### src/rtl/accum_sched.sv
// Sample scheduler for the accumulate-and-average datapath: generates a periodic tick,
// sweeps enabled channels with one valid/ready request each, and tags window first/last samples.
module accum_sched #(
    parameter int NUM_CH   = 4,
    parameter int CH_W     = 2,
    parameter int WIN_LOG2 = 4,
    parameter int INT_W    = 16
) (
    input  logic              clk,
    input  logic              rst,
    input  logic              enable,
    input  logic [INT_W-1:0]  interval,
    input  logic [NUM_CH-1:0] ch_mask,
    input  logic              ovr_clr,
    output logic              smp_valid,
    output logic [CH_W-1:0]   smp_ch,
    output logic              smp_first,
    output logic              smp_last,
    input  logic              smp_ready,
    output logic              busy,
    output logic              overrun
);

    localparam logic [0:0] ST_IDLE  = 1'b0;
    localparam logic [0:0] ST_ISSUE = 1'b1;

    logic [0:0]          state_reg;
    logic [INT_W-1:0]    tcnt_reg;
    logic [NUM_CH-1:0]   smask_reg;
    logic [WIN_LOG2-1:0] k_reg;
    logic                smp_valid_reg;
    logic [CH_W-1:0]     smp_ch_reg;
    logic                smp_first_reg;
    logic                smp_last_reg;
    logic                busy_reg;
    logic                overrun_reg;

    logic                tick;
    logic                hs;
    logic                final_hs;
    logic                start_new;
    logic                set_ovr;
    logic [NUM_CH-1:0]   above;
    logic [WIN_LOG2-1:0] k_cur;

    function automatic logic [CH_W-1:0] lowest_set(input logic [NUM_CH-1:0] v);
        logic [CH_W-1:0] idx;
        idx = '0;
        for (int i = NUM_CH - 1; i >= 0; i--) begin
            if (v[i]) begin
                idx = CH_W'(i);
            end
        end
        return idx;
    endfunction

    // Channels of the latched sweep mask still waiting behind the current one.
    for (genvar gi = 0; gi < NUM_CH; gi++) begin : g_above
        assign above[gi] = smask_reg[gi] && (gi > int'(smp_ch_reg));
    end

    assign tick      = enable && (tcnt_reg == interval);
    assign hs        = (state_reg == ST_ISSUE) && smp_ready;
    assign final_hs  = hs && !(|above);
    // Window index seen by a sweep starting this cycle (already advanced on a back-to-back start).
    assign k_cur     = final_hs ? k_reg + 1'b1 : k_reg;
    assign start_new = tick && (ch_mask != '0) && ((state_reg == ST_IDLE) || final_hs);
    assign set_ovr   = (state_reg == ST_ISSUE) && tick && !final_hs;

    always_ff @(posedge clk) begin
        if (rst) begin
            state_reg     <= ST_IDLE;
            tcnt_reg      <= '0;
            smask_reg     <= '0;
            k_reg         <= '0;
            smp_valid_reg <= 1'b0;
            smp_ch_reg    <= '0;
            smp_first_reg <= 1'b0;
            smp_last_reg  <= 1'b0;
            busy_reg      <= 1'b0;
            overrun_reg   <= 1'b0;
        end else begin
            if (!enable) begin
                tcnt_reg <= '0;
            end else if (tcnt_reg == interval) begin
                tcnt_reg <= '0;
            end else begin
                tcnt_reg <= tcnt_reg + 1'b1;
            end

            if ((state_reg == ST_IDLE) && !enable) begin
                k_reg <= '0;
            end else if (final_hs) begin
                k_reg <= k_reg + 1'b1;
            end

            if (start_new) begin
                state_reg     <= ST_ISSUE;
                smask_reg     <= ch_mask;
                smp_ch_reg    <= lowest_set(ch_mask);
                smp_first_reg <= (k_cur == '0);
                smp_last_reg  <= (&k_cur);
                smp_valid_reg <= 1'b1;
                busy_reg      <= 1'b1;
            end else if (final_hs) begin
                state_reg     <= ST_IDLE;
                smp_valid_reg <= 1'b0;
                busy_reg      <= 1'b0;
            end else if (hs) begin
                smp_ch_reg <= lowest_set(above);
            end

            if (set_ovr) begin
                overrun_reg <= 1'b1;
            end else if (ovr_clr) begin
                overrun_reg <= 1'b0;
            end
        end
    end

    assign smp_valid = smp_valid_reg;
    assign smp_ch    = smp_ch_reg;
    assign smp_first = smp_first_reg;
    assign smp_last  = smp_last_reg;
    assign busy      = busy_reg;
    assign overrun   = overrun_reg;

endmodule

### config.mk
export PLATFORM = sky130hd
export DESIGN_NAME = accum_sched
export DESIGN_NICKNAME = d
export VERILOG_FILES = /design/src/rtl/accum_sched.sv
export SDC_FILE = /design/constraint.sdc
export NUM_CORES = 1
export LEC_CHECK = 0
export ABC_AREA = 0
export BUFFER_PORTS_ARGS = -buffer_cell sky130_fd_sc_hd__buf_2
export CAP_MARGIN = 20
export CORE_ASPECT_RATIO = 0.7
export CORE_UTILIZATION = 59
export CTS_BUF_LIST = sky130_fd_sc_hd__clkbuf_4
export CTS_CLUSTER_SIZE = 16
export DETAILED_ROUTE_END_ITERATION = 7
export MAX_ROUTING_LAYER = met4
export PLACE_DENSITY = 0.95
export SETUP_SLACK_MARGIN = 0.02
export SLEW_MARGIN = 10
export SYNTH_ARGS = -nofsm -noshare
export SYNTH_HDL_FRONTEND = slang
export SYNTH_SLANG_ARGS = --single-unit
### constraint.sdc
create_clock -name clk -period 4.95 [get_ports clk]
set_input_delay 0.495 -clock clk [delete_from_list [all_inputs] [get_ports clk]]
set_output_delay 0.495 -clock clk [all_outputs]
set_load 0.005 [all_outputs]
# Word level (Yosys, flattened, before mapping)
# Index checks and enable logic that the tools add are counted.
[op_classes] add_sub_neg=2 n_reduce_logical=25 magnitude_cmp=3 n_mux=15 bitwise=2 n_eq_ne=2
[op_table] operator="2-bit two-way mux" n=10
[op_table] operator="16-bit by 1-bit adder with 16-bit output (second input constant)" n=1
[op_table] operator="16-bit equality test" n=1
[op_table] operator="1-bit logical AND" n=11
[op_table] operator="2-bit nonzero test" n=3
[op_table] operator="3-bit OR reduction" n=2
[op_table] operator="4-bit by 1-bit adder with 4-bit output (second input constant)" n=1
[op_table] operator="2-bit greater-than comparator (first input constant)" n=2
[op_table] operator="4-bit zero test" n=1
[op_table] operator="1-bit two-way mux" n=4
[op_table] operator="4-bit two-way mux" n=1
[op_table] operator="4-bit AND reduction" n=1
[op_table] operator="4-bit nonzero test" n=1
[op_table] operator="1-bit zero test" n=3
[op_table] operator="1-bit by 2-bit greater-than comparator with 1-bit output (first input constant)" n=1
[op_table] operator="2-bit by 1-bit inequality test with 1-bit output (second input constant)" n=1
[op_table] operator="1-bit NOT" n=2
[op_table] operator="2-bit AND reduction" n=1
[op_table] operator="2-bit OR reduction" n=1
[op_table] operator="1-bit logical OR" n=1
[totals] output_inout_bits=7 reg_bits=30 elab_cells=57 inputBits=25

# Logic depth before layout (Yosys ltp)
# Gate-level depths: netlist of the first run.
[logic_depth] word_depth=9 depth_mapped=7 mapped_depth_nobuf=6

# Worst setup path before layout of the first run
# Ideal clock, no wire load.
[synth_timing] kind="input port to flip-flop" from="in interval[10]" to="reg smp_ch_reg[1], in the netlist smp_ch[1]" path_buffers=0 required_time_ns=4.879 slack_ns=3.161 t_arrival_ns=1.719 path_stages=6 cell_sequence="xnor2_1 > nand4_1 > nor4_2 > nand4_1 > or4_1 > a21oi_1"
[synth_between] elab_chain_cells=6 word_cells_on_any_way=8
[synth_rtl] item="from (decl)" line="12" source="input logic [INT_W-1:0] interval,"
[synth_rtl] item="16-bit equality test *" line="62" source="assign tick = enable && (tcnt_reg == interval);"
[synth_rtl] item="1-bit logical AND *" line="62"
[synth_rtl] item="1-bit logical AND * (2 in series)" line="67" source="assign start_new = tick && (ch_mask != '0) && ((state_reg == ST_IDLE) || final_hs);"
[synth_rtl] item="2-bit by 1-bit inequality test with 1-bit output (no source line) / 2-bit nonzero test (equally long branches)"
[synth_rtl] item="2-bit AND reduction (no source line)"
[synth_rtl] item="to (signal assigned)" line="100" source="smp_ch_reg <= lowest_set(ch_mask);"
[synth_rtl] item="to (signal assigned)" line="110" source="smp_ch_reg <= lowest_set(above);"
[synth_rtl] item="to (decl)" line="32" source="logic [CH_W-1:0] smp_ch_reg;"
# Every way passes the cells marked *; elsewhere a longest branch is shown, timed or not.
# A chain may end at the register's enable or synchronous reset.

# Final worst setup path of the first run
[layout_timing] from="reg tcnt_reg[10]" to="reg smp_ch_reg[1], in the netlist smp_ch[1]"
[layout_between] elab_chain_cells=6 word_cells_on_any_way=8
[layout_rtl] item="from (decl)" line="28" source="logic [INT_W-1:0] tcnt_reg;"
[layout_rtl] item="from (signal assigned)" line="88" source="tcnt_reg <= tcnt_reg + 1'b1;"
[layout_rtl] item="16-bit equality test *" line="62"
[layout_rtl] item="1-bit logical AND *" line="62"
[layout_rtl] item="1-bit logical AND * (2 in series)" line="67"
[layout_rtl] item="2-bit by 1-bit inequality test with 1-bit output (no source line) / 2-bit nonzero test (equally long branches)"
[layout_rtl] item="2-bit AND reduction (no source line)"
# Marked as above.

==> key figures, run 1 <==
Timing
  – Hold Slack: 0.413 ns
  – Max-slew violations: 0
  – RSZ-0062 raised after global routing: false
  – Setup TNS Final: 0 ns
  – Max-slew headroom: 59.6%
  – Min Clock Period, post-route: 2.53 ns
  – Final Hold Fails: 0
  – Period utilization: ~50%
  – Max Fclk: slightly below 400 MHz
  – Worst slew pin tran: just over 0.6 ns
  – Setup Skew: 0.0124 ns
  – Final setup vio count: 0

Power and ir drop
  – Peak supply drop: between 0.15 and 0.2 mV
  – Switching power of the nets: between 100 and 150 uW
  – Static leakage: between 0.0006 and 0.0007 uW
  – Flop pwr share: between 50% and 60%
  – Clock group share of total power: 35.1%
  – Cell Pwr Density: 233 nW/um^2
  – Comb power frac: about 7%
  – Sw frac: between 20% and 30%
  – P_int: 301 uW

GRT
  – Initial antenna violation count: 0
  – First-pass GRT wire length: roughly 5.7 mm
  – Largest net degree at the start of global routing: 17
  – Congestion Overflow GR: 0
  – Tot GR Track Use: 29.0%
  – Vias in the first global route: 1256

Yosys
  – Async set-reset flop share out of synthesis: 0%
  – Cell Area, Synth: ~1500 um^2
  – Most used DFF post-synth: dfxtp_1
  – EDFF count, synth: 0
  – Seq/Total Area, Yosys: approximately two fifths
  – Average size of a mapped cell: approximately 8.6 um^2
  – Area contributors post-synth: dfxtp_1 38%, xnor2_1 14%, nor2_1 7.7%
  – Net Count, Synth: approximately 200
  – #FFs+latches synth: 29
  – Yosys cell types: 37
  – Synth area leader: dfxtp_1
  – Synth top area share: about two fifths
  – Ys Warns: 0
  – Synth Instances: 177

Cells and area
  – Number of flip-flops under the largest register name: 16
  – Nets: about 240
  – N_diodes: 0
  – Area delta synth->final: 14.8%
  – Fin area: 1740 um^2
  – Most frequent cells in the layout: 31 x nor2_1, 31 x buf_2, 29 x dfxtp_1, 24 x xnor2_1
  – Fraction of layout cells with a size suffix above 1: roughly a fifth
  – Final Instance Count excl. Fillers: around 240
  – Filler cells: approximately 160

Route
  – DRC: 0
  – DR WL/cell: ~15 um
  – Detailed Routing Iterations Pass 1: 4
  – Via density: approximately 5.6
  – Post-route ant nets: 0
  – Vias: about 1400
  – Drt total wl: ~3.6 mm
  – 1st-iter DRT viols: between 80 and 90

Placement
  – PortBufs: 31
  – GP Congestion: 0.889
  – Post-DP HPWL: 2.71 mm
  – Post-DP Area: 1690 um^2
  – # placed instances: between 200 and 250

Floorplanning
  – Core ar.: 2290 um^2
  – Die Span Y: approximately 44 um
  – Die area: approximately 2800 um^2
  – Effective utilization at floorplan: about two thirds
  – Die width: ~63 um
  – # rows: 14
  – I/O pin cnt: 32

Clocking
  – Clk buf depth: 2
  – Post-CTS setup buffer count: 0
  – Worst-Skew Late Latency: about 0.34 ns
  – Max H-tree Level: 2
  – CTS clk-pin slew, worst paths: approximately 0.1 ns
  – Gates resized, CTS repair: 0
  – CTS tree: built
  – Num CTS Buffers: 5
  – CTS Hold Buffers Added: 0
  – Cell chosen for the clock root: clkbuf_4
  – CTS sink cnt: 29

Critical path
  – Worst Path Required: roughly 5.2 ns
  – Startpoint Class: flop
  – CP Capture Type: flop
  – Worst Path Max Fanout: 12
  – Crit Path Class: flop to flop
  – Critical path arrival: about 2.8 ns

Hold path
  – Hold Path Class: input port to flop

Flow run
  – Max Cap Violations: 0

Status
  – Status: completed
-- stage by stage --
stage	utilization, %	setup slack (ns)	total power, uW
after floorplan	-	3.16	254
after global placement	73.6	2.51	267
after detailed placement	73.6	2.28	269
after CTS	76.0	2.43	407
after global routing	76.0	2.20	420
final	76.0	2.42	406
-- power by group through the flow --
stage | Sequential, uW | Combinational, uW | Clock, uW
6_report | 235 | 28.4 | 143
5_1_grt | 235 | 31.2 | 153
4_1_cts | 235 | 28.4 | 143
3_5_place_dp | 241 | 28.0 | 0
3_3_place_gp | 240 | 26.3 | 0
2_1_floorplan | 240 | 13.7 | 0
-- synthesized netlist by cell type, types with 2 or more instances --
cell type and instances:
o21ai_1 2, nand2b_1 2, mux2i_1 4, nor3b_1 2, nand4_1 7, and3_1 4
o41ai_2 2, dfxtp_1 29, a21oi_1 7, nand3b_1 2, nand2_1 9, ha_1 2
nand3_1 9, clkbuf_1 2, o21ai_0 4, inv_1 7, nor2b_1 2, nor2_1 31
xnor2_1 24, buf_2 2, xor2_1 8
-- final timing paths --
check / from / depth (start not counted) / slack [ns] / to
worst max-delay path: tcnt_reg[10] / 6 / 2.42 / smp_ch[1]
worst max register to register: tcnt_reg[10] / 6 / 2.42 / smp_ch[1]
worst min-delay path: ch_mask[3] / 3 / 0.41 / smask_reg[3]
worst min register to register: tcnt_reg[0] / 1 / 0.51 / tcnt_reg[0]
-- metal layers --
layer | global-route usage, % | wire [um]
met3 | 7.22 | 228
met5 | - | 0
met2 | 48.7 | 1770
met1 | 32.9 | 1490
met4 | 14.9 | 108
-- cell families after synthesis --
group | share of synthesized area (%)
and+or+nand+nor | 25.0
muxes | 2.64
DFF | 38.2
AOI/OAI and AO/OA | 9.56
adders and majority gates | 1.65
buffers and inverters | 3.38
xor gates and xnor gates | 19.5
-- area by class of cell --
| class | instances | area, um^2 | area share [%] |
|---|---|---|---|
| flip-flops and latches | 29 | 581 | 33.3 |
| repair buffers | 31 | 155 | 8.90 |
| inverters | 7 | 26.3 | 1.51 |
| multi-input cells | 136 | 887 | 50.9 |
| clock buffers | 5 | 37.5 | 2.15 |
| well taps | 32 | 40.0 | 2.30 |
| clock inverters | 3 | 17.5 | 1.00 |
-- worst max-delay path: stages (launching register included) --
cell	delay, ns
dfxtp_1	0.45
xnor2_1	0.15
nand4_1	0.14
nor4_2	0.41
nand4_1	0.56
or4_1	0.61
a21oi_1	0.15
(Power assumes the default switching activity.)
==> run 2: changes to the inputs <==
- CORE_UTILIZATION: 59 -> 56
- PLACE_DENSITY: 0.95 -> 0.92
- clock period: 4.95 -> 2.55 ns (I/O delays scaled with it)
==> run 2 against run 1 <==
- combinational power is 87% higher
- largest power group unchanged
- first-iteration DRC count is 16% higher
- global-route usage is 4.1 points lower
- non-clock buffer count is 1 higher
- fmax is 31% higher
- highest routed layer unchanged
- die area is 5.2% higher
- cell area is 0.57% higher
==> key figures, run 2 (synthesis gave the netlist of run 1 again) <==
Clocking
  – CTS sink cnt: 29 (unchanged)
  – Max H-tree Level: 2 (unchanged)
  – CTS Hold Buffers Added: 0 (unchanged)
  – Post-CTS setup buffer count: 0 (unchanged)
  – Num CTS Buffers: 5 (unchanged)
  – Clk buf depth: 2 (unchanged)
  – CTS clk-pin slew, worst paths: 0.09 ns (about the same)
  – Gates resized, CTS repair: 0 (unchanged)
  – CTS tree: built
  – Cell chosen for the clock root: clkbuf_4
  – Worst-Skew Late Latency: 0.33 ns (about the same)

Route
  – Detailed Routing Iterations Pass 1: 4 (unchanged)
  – Via density: 5.38 (-4.2%)
  – Drt total wl: 3.14 mm (-12%)
  – DR WL/cell: 12.8 um (-14%)
  – Post-route ant nets: 0 (unchanged)
  – Vias: 1324 (-3.0%)
  – DRC: 0 (unchanged)
  – 1st-iter DRT viols: 103 (+16%)

Cells and area
  – Fin area: 1750 um^2 (+0.57%)
  – N_diodes: 0 (unchanged)
  – Seq. cell area: 581 um^2 (unchanged)
  – Nets: 238 (+0.42%)
  – Most frequent cells in the layout: 31 x nor2_1, 31 x buf_2, 29 x dfxtp_1, 24 x xnor2_1
  – Area delta synth->final: 15.5%
  – Number of flip-flops under the largest register name: 16 (unchanged)
  – Area occupied by multi-input gates: 887 um^2 (unchanged)
  – Fraction of layout cells with a size suffix above 1: 21.2% (+0.37 points)
  – Core Util, Final: 69.8% (-6.3 points)
  – Filler cells: 204 (+29%)

Status
  – Status: completed

Power and ir drop
  – Comb power frac: 6.8% (-0.2 points)
  – Clock group share of total power: 34.9% (-0.2 points)
  – Peak supply drop: 0.324 mV (+110%)
  – Cell Pwr Density: 446 nW/um^2 (+92%)
  – Switching power of the nets: 186 uW (+77%)
  – Static leakage: 0.000682 uW (+1.3%)
  – Sw frac: 23.7% (-2.1 points)
  – P_int: 597 uW (+98%)
  – Design Power: 782 uW (+93%)
  – Flop pwr share: 58.3% (+0.4 points)

Floorplanning
  – Effective utilization at floorplan: 60.4% (-5.8 points)
  – I/O pin cnt: 32 (unchanged)
  – Core ar.: 2510 um^2 (+9.6%)
  – Die Span Y: 45.6 um (+2.5%)
  – # rows: 15 (+1)
  – Die width: 64.3 um (+2.6%)
  – Die area: 2930 um^2 (+5.2%)

Critical path
  – Critical path's most frequent cell: nand4_1
  – Crit path max-delay family: simple AND/OR/NAND/NOR gates
  – Slowest cell on the critical path: dfxtp_1
  – Worst Path Buf+Inv: 0 (unchanged)
  – CP Capture Type: flop
  – Critical path arrival: 2.20 ns (-0.61 ns)
  – Crit Path Class: flop to flop
  – Worst Path Max Fanout: 4 (-8)
  – Worst reg2reg path endpoint: smp_ch[1]
  – Reg2reg setup slack: 0.62 ns (-1.80 ns)
  – Origin of the critical flop-to-flop path: tcnt_reg[3]
  – Slowest cell delay on critical path: 0.44 ns (-0.17 ns)
  – Startpoint Class: flop
  – Worst Path Required: 2.82 ns (-2.41 ns)
  – Reg2reg path depth: 6 (unchanged)
  – CP cell instances: xnor2_1, nand4_1, nor4_2, nand4_1, or4_1, a21oi_1

Timing
  – Worst slew pin tran: 0.544 ns (-0.0613 ns)
  – Min Clock Period, post-route: 1.93 ns (-0.596 ns)
  – Final Hold Fails: 0 (unchanged)
  – Setup TNS Final: 0 ns (unchanged)
  – RSZ-0062 raised after global routing: false
  – Max-slew headroom: 63.8% (+4.2 points)
  – Max-slew violations: 0 (unchanged)
  – Final setup vio count: 0 (unchanged)
  – Hold Slack: 0.194 ns (-0.219 ns)
  – Period utilization: 75.7% (+25 points)
  – Setup Skew: 0.00634 ns (-0.00607 ns)
  – Max Fclk: 518 MHz (+31%)

Placement
  – Post-DP Area: 1700 um^2 (+0.59%)
  – Post-DP HPWL: 2.45 mm (-9.4%)
  – GP Congestion: 0.870 (-2.2%)
  – PortBufs: 31 (unchanged)

GRT
  – Largest net degree at the start of global routing: 17 (unchanged)
  – First-pass GRT wire length: 5.17 mm (-9.2%)
  – Tot GR Track Use: 24.9% (-4.1 points)
  – Initial antenna violation count: 0 (unchanged)
  – Congestion Overflow GR: 0 (unchanged)
  – Vias in the first global route: 1161 (-7.6%)

Hold path
  – Hold Path Origin: ch_mask[3]
  – Hold Path Class: input port to flop
  – Hold Path End: smask_reg[3]
  – Hold path depth: 3 (unchanged)

Flow run
  – Max Cap Violations: 0 (unchanged)
run 2: cell types whose count changed in the layout (fill, tap and decap cells not counted), sizes merged:
cell / delta
buf: +1
clkinvlp: -1
clkbuf: +1
run 2: power groups by stage:
stage | registers (uW) | logic (uW) | clock network [uW]
global placement | 467 | 52.1 | 0
finish | 456 | 53.2 | 273
floorplan | 466 | 26.6 | 0
global route | 457 | 57.8 | 301
detailed placement | 467 | 53.1 | 0
CTS | 456 | 53.3 | 281
run 2: worst max path at each step:
stage / start / end / slack (ns) / cells past startpoint
2_1_floorplan: tcnt_reg[10] / smp_ch[1] / 0.86 / 6
3_3_place_gp: tcnt_reg[10] / smp_first / 0.73 / 6
3_5_place_dp: tcnt_reg[10] / smp_ch[1] / 0.65 / 6
4_1_cts: tcnt_reg[10] / smp_ch[1] / 0.63 / 6
5_1_grt: tcnt_reg[10] / smp_ch[1] / 0.51 / 6
6_report: tcnt_reg[3] / smp_ch[1] / 0.62 / 6
run 2: final cells by class:
| class | count | share of cell area [%] |
|---|---|---|
| Timing Repair Buffer | 32 | 9.27 |
| Inverter | 7 | 1.50 |
| Clock buffer | 6 | 2.57 |
| Clock inverter | 2 | 0.571 |
| Sequential cell | 29 | 33.1 |
| Multi-Input combinational cell | 136 | 50.6 |
| Tap cell | 34 | 2.43 |
run 2: through the flow:
stage	cells	setup WS (ns)
floorplan	177	0.859
global placement	238	0.730
detailed placement	238	0.653
CTS	246	0.632
global route	246	0.512
finish	246	0.619
run 2: worst reg2reg max path, delay by kind of cell, from the launching register on:
family,cells,cell delay (ns)
flops,1,0.44
xor+xnor,1,0.15
simple gates,4,1.11
compound gates,1,0.17
run 2: layer usage:
| layer | vias to the layer above | track usage [%] | wire, um |
|---|---|---|---|
| li1 | 672 | - | - |
| met1 | 590 | 31.6 | 1440 |
| met4 | 0 | 12.4 | 66 |
| met5 | - | - | 0 |
| met3 | 12 | 6.25 | 219 |
| met2 | 50 | 37.5 | 1420 |
